==> config.mk <==
export PLATFORM = sky130hd
export DESIGN_NAME = fetch_queue
export DESIGN_NICKNAME = d
export VERILOG_FILES = /design/src/rtl/fetch_queue.sv
export SDC_FILE = /design/constraint.sdc
export NUM_CORES = 1
export LEC_CHECK = 0
export BUFFER_PORTS_ARGS = -buffer_cell sky130_fd_sc_hd__buf_2
export CAP_MARGIN = 15
export CORE_UTILIZATION = 51
export DETAILED_ROUTE_END_ITERATION = 8
export MAX_ROUTING_LAYER = met4
export PLACE_DENSITY = 0.75
export SETUP_SLACK_MARGIN = 0.1
export SYNTH_ARGS = -nofsm -noshare
export SYNTH_HDL_FRONTEND = slang
export SYNTH_SLANG_ARGS = --single-unit
==> constraint.sdc <==
create_clock -name clk -period 3 [get_ports clk]
set_clock_uncertainty 0.05 [all_clocks]
set_input_delay 0.3 -clock clk [delete_from_list [all_inputs] [get_ports clk]]
set_output_delay 0.3 -clock clk [all_outputs]
set_load 0.1 [all_outputs]
==> src/rtl/fetch_queue.sv <==
// rtl/fetch_queue.sv - fetch-to-decode instruction queue, circular buffer with first-word-fall-through head
// Optional same-cycle empty-queue bypass: define FETCH_QUEUE_BYPASS_EN.
module fetch_queue #(
    parameter int              SIZE      = 32,
    parameter int              DEPTH     = 4,
    parameter logic [SIZE-1:0] NOP_INSTR = 32'h00000013
) (
    input  logic                       clk,
    input  logic                       rst,
    input  logic                       flush,
    input  logic                       push,
    input  logic [SIZE-1:0]            pc_in,
    input  logic [SIZE-1:0]            instr_in,
    input  logic                       id_stall,
    output logic                       full,
    output logic                       valid_out,
    output logic [SIZE-1:0]            pc_out,
    output logic [SIZE-1:0]            instr_out,
    output logic [$clog2(DEPTH):0]     count_out
);

    localparam int AW = $clog2(DEPTH);
    localparam int CW = AW + 1;

    logic [SIZE-1:0] r_mem_pc    [DEPTH];
    logic [SIZE-1:0] r_mem_instr [DEPTH];
    logic [AW-1:0]   r_rd_ptr;
    logic [AW-1:0]   r_wr_ptr;
    logic [CW-1:0]   r_count;

    logic w_empty;
    logic w_bypass;
    logic w_pop;
    logic w_push_acc;
    logic w_wr_en;
    logic w_rd_en;

    assign w_empty   = (r_count == '0);
    assign full      = (r_count == CW'(DEPTH));
    assign count_out = r_count;

`ifdef FETCH_QUEUE_BYPASS_EN
    assign w_bypass = w_empty && push && !flush;
`else
    assign w_bypass = 1'b0;
`endif

    always_comb begin
        valid_out = !w_empty;
        pc_out    = w_empty ? '0 : r_mem_pc[r_rd_ptr];
        instr_out = w_empty ? NOP_INSTR : r_mem_instr[r_rd_ptr];
        if (w_bypass) begin
            valid_out = 1'b1;
            pc_out    = pc_in;
            instr_out = instr_in;
        end
    end

    // A pop frees a slot on the same edge, so a full queue can still take a push.
    assign w_pop      = valid_out && !id_stall;
    assign w_push_acc = push && (!full || w_pop);
    // A bypassed entry consumed by decode never touches storage.
    assign w_wr_en    = w_push_acc && !(w_bypass && w_pop);
    assign w_rd_en    = w_pop && !w_bypass;

    always_ff @(posedge clk) begin
        if (rst || flush) begin
            r_rd_ptr <= '0;
            r_wr_ptr <= '0;
            r_count  <= '0;
        end else begin
            if (w_wr_en) r_wr_ptr <= r_wr_ptr + AW'(1);
            if (w_rd_en) r_rd_ptr <= r_rd_ptr + AW'(1);
            r_count <= r_count + CW'(w_wr_en) - CW'(w_rd_en);
        end
    end

    always_ff @(posedge clk) begin
        if (!rst && !flush && w_wr_en) begin
            r_mem_pc[r_wr_ptr]    <= pc_in;
            r_mem_instr[r_wr_ptr] <= instr_in;
        end
    end

endmodule

==> results.md <==
* Clock Path Buffers at 3
* Drt total wl at 18900 um
* R2R setup slack at roughly 0.29 ns
* Fmax at around 370 MHz
* Cell area after layout at 0.0128 mm^2
* Cell variety after synth at 27
* Min Tclk post-route at ~2.7 ns
* Ant. Diodes at 0
* CTS sink count at approximately 270
* Clock insertion delay at the later pin of the skew report at about 0.50 ns
* Setup TNS at 0 ns
* Worst Hold Class: primary input to flip-flop
* Main combinational cell family by area after synthesis: multiplexers
* Die W at ~140 um
* Fin nets at 754
* Cell Area, Placed at ~0.011 mm^2
* Post-synth top flop: edfxtp_1
* Tcrit/Tclk final at 90.5%
* Row cnt at 51
* R2R cell count at 9
* Post-Place Cells at around 850
* Warnings from Yosys at 0
* TritonCTS clock tree: yes
* Initial Util at 52.0%
* Buffers added on ports at about 140
* Yosys top cell area share at about three quarters
* Max-cap violation count at 0
* Reg2reg end: count_out[2]
* Post-route insts no fill at roughly 960
* Synth Instances at approximately 460
* Area leader, netlist: edfxtp_1
* Post-synth EDFFs at 256
* Die Height at approximately 140 um
* First-pass GRT wire length at ~29000 um
* Vias in the first global route at approximately 5300
* Rel. slew slack at between 60% and 70%
* Hold WS at roughly 0.077 ns
* WP data arrival at 3.06 ns
* Final Worst Setup Slack at between 0.2 and 0.3 ns
* Complex-gate fraction of the synthesized area at less than 1%
* GPL Wtd Cong at 0.784
* Crit Path Category: flip-flop to flip-flop
* Post-synthesis sequential area ratio at between 70% and 80%
* CTS Buf Count at 26
* Post-synthesis adder-cell area fraction at less than 1%
* Drt drc at 0
* CP dominant cell by count: xnor2_1
* Place WS at between 0.6 and 0.7 ns
* Worst-path cell chain: nor3_4 > or3_1 > nand2_1 > ha_1 > fa_1 > xnor2_1 > xnor2_1 > nor3_1 > dlygate4sd3_1
* HPWL after DPL at roughly 11000 um
* Crit path max fanout at 9
* DRT iter0 DRCs at 323
* Post-synthesis async set-or-reset flop share at 0%
* Worst vdd ir at ~0.00048 V
* Max incr delay on CP at ~0.55 ns
* Total number of vias at a little over 5000
* Mux contribution to synthesized area at 14.4%
* TritonRoute pass-1 iters at 5
* RSZ-0062 raised after global routing: false
* Tot GR Track Use at approximately a fifth
* #FFs+latches synth at approximately 270
* Syn-to-layout area delta at 25.9%
* Main area contributors after synthesis: edfxtp_1 76%, mux4_2 14%, and2_1 3.9%
* Final setup fails at 0
* Vias per inst at about 5.3
* Slowest cell on crit path: dlygate4sd3_1
* Post-Synth XOR/XNOR Area at less than 1%
* Die ar. at a little over 0.02 mm^2
* Max H-tree Level at 1
* Syn_nets at 530
* Core area at 0.0195 mm^2
* Initial antenna violation count at 0
* Required time worst endpoint at between 3 and 4 ns
* Post-Synth Simple-Gate Area at under 10%
* Crit start category: flip-flop
* Final antenna-violating net count at 0
* Share of cells above drive strength 1 at between 30% and 40%
* Hold Fails Final Rpt at 0
* Largest net degree at the start of global routing at 65
* Count leader, synth: edfxtp_1
* LEAKAGE at between 4 and 5 nW
* Worst Tran Pin Value at just under 0.6 ns
* Final slew viol count at 0
* Avg WL per Cell at 19.6 um
* Synth cell count leaders: 256 x edfxtp_1, 64 x and2_1, 62 x mux4_2
* Syn Area/Cell at 22.3 um^2
* CP Capture Type: flip-flop
* Gr ovfl total at 0
* Worst r2r src: count_out[2]
* Clock Pin Slew Worst Setup and Hold Paths at ~0.06 ns
* WHS Path Cells at 3
* WHS Endpoint: r_wr_ptr[1]
* Status: finished clean
* Clk Tree Root Cell: clkbuf_16
* # IOs at between 100 and 150
* Power per cell area at 654 mW/mm^2
* Cell area after synthesis at approximately 0.010 mm^2
* Hold Startpoint: push
## registers in the layout (all words and copies together) (netlist names), named ones only
name,count
count_out,3
r_mem_instr,128
r_mem_pc,128
r_rd_ptr,2
r_wr_ptr,2
## repair_timing
action | CTS | global route
setup buffers | 1 | 0
endpoints found under the setup margin | 2 | 61
hold buffers | 66 | 0
pin swaps | 0 | 0
endpoints found under the hold margin | 257 | 0
resized for setup | 0 | 2
## worst max-delay path by stage
stage               slack [ns]          from  cells after the start           endpoint
floorplan                 0.13  count_out[0]                      3  r_mem_instr[0][0]
CTS                       0.12  count_out[2]                      4      instr_out[25]
global placement          0.64     flip-flop                      4      instr_out[30]
detailed placement        0.64     flip-flop                      4      instr_out[30]
global route              0.14  count_out[2]                      9       count_out[2]
finish                    0.29  count_out[2]                      9       count_out[2]
## critical path: cells and delay by family (launching register included)
kind | cells | cell delay (ns)
AND/OR/NAND/NOR | 4 | 0.70
buffers and inverters | 1 | 0.55
adder cells (fa/ha/maj) | 2 | 0.60
flip-flops | 1 | 0.37
XOR/XNOR | 2 | 0.32
## cell families after synthesis
group / after synthesis
flops: 265
buf+inv: 25
mux: 65
compound gates: 6
simple gates: 86
xor+xnor: 2
fa+ha+maj: 6
## per-layer routing
metal | vias to the layer above | wire [um] | GRT usage [%]
met3 | 23 | 946 | 3.15
li1 | 2309 | - | -
met2 | 170 | 9730 | 33.1
met1 | 2587 | 7920 | 25.7
met5 | - | 0 | -
met4 | 0 | 310 | 4.75
## layout make-up
class / instances / area, um^2
multi-input cells: 165 / 2170
well taps: 265 / 332
repair buffers: 217 / 1530
fillers: 1339 / 6730
clock inverters: 14 / 161
inverters: 4 / 17.5
clock buffers: 34 / 702
flip-flops and latches: 265 / 7880
## layout by cell type (no fill, tap or decap), types with 5 or more instances in the layout
| cell type | Yosys | layout |
|---|---|---|
| buf_4 | 0 | 7 |
| edfxtp_1 | 256 | 256 |
| and2_2 | 0 | 9 |
| clkinv_1 | 0 | 7 |
| buf_2 | 6 | 137 |
| clkbuf_1 | 7 | 7 |
| mux4_2 | 62 | 62 |
| dlygate4sd3_1 | 0 | 66 |
| and2_1 | 64 | 55 |
| buf_12 | 0 | 6 |
| clkbuf_16 | 0 | 27 |
| dfxtp_1 | 9 | 6 |
| ha_1 | 5 | 5 |
## metrics by stage
| stage | utilization, % | total power, mW |
|---|---|---|
| final | 65.5 | 8.37 |
| after global routing | 65.5 | 8.62 |
| after CTS | 65.5 | 8.44 |
| after detailed placement | 57.6 | 5.14 |
| after global placement | 57.6 | 5.12 |
| after floorplan | - | 4.94 |
## where the power goes
part	internal (mW)	switching, mW
logic	0.250	0.764
registers	4.10	0.0169
clock network	1.98	1.26
total	6.33	2.04
Note: power is estimated with default switching activity, not from simulation.
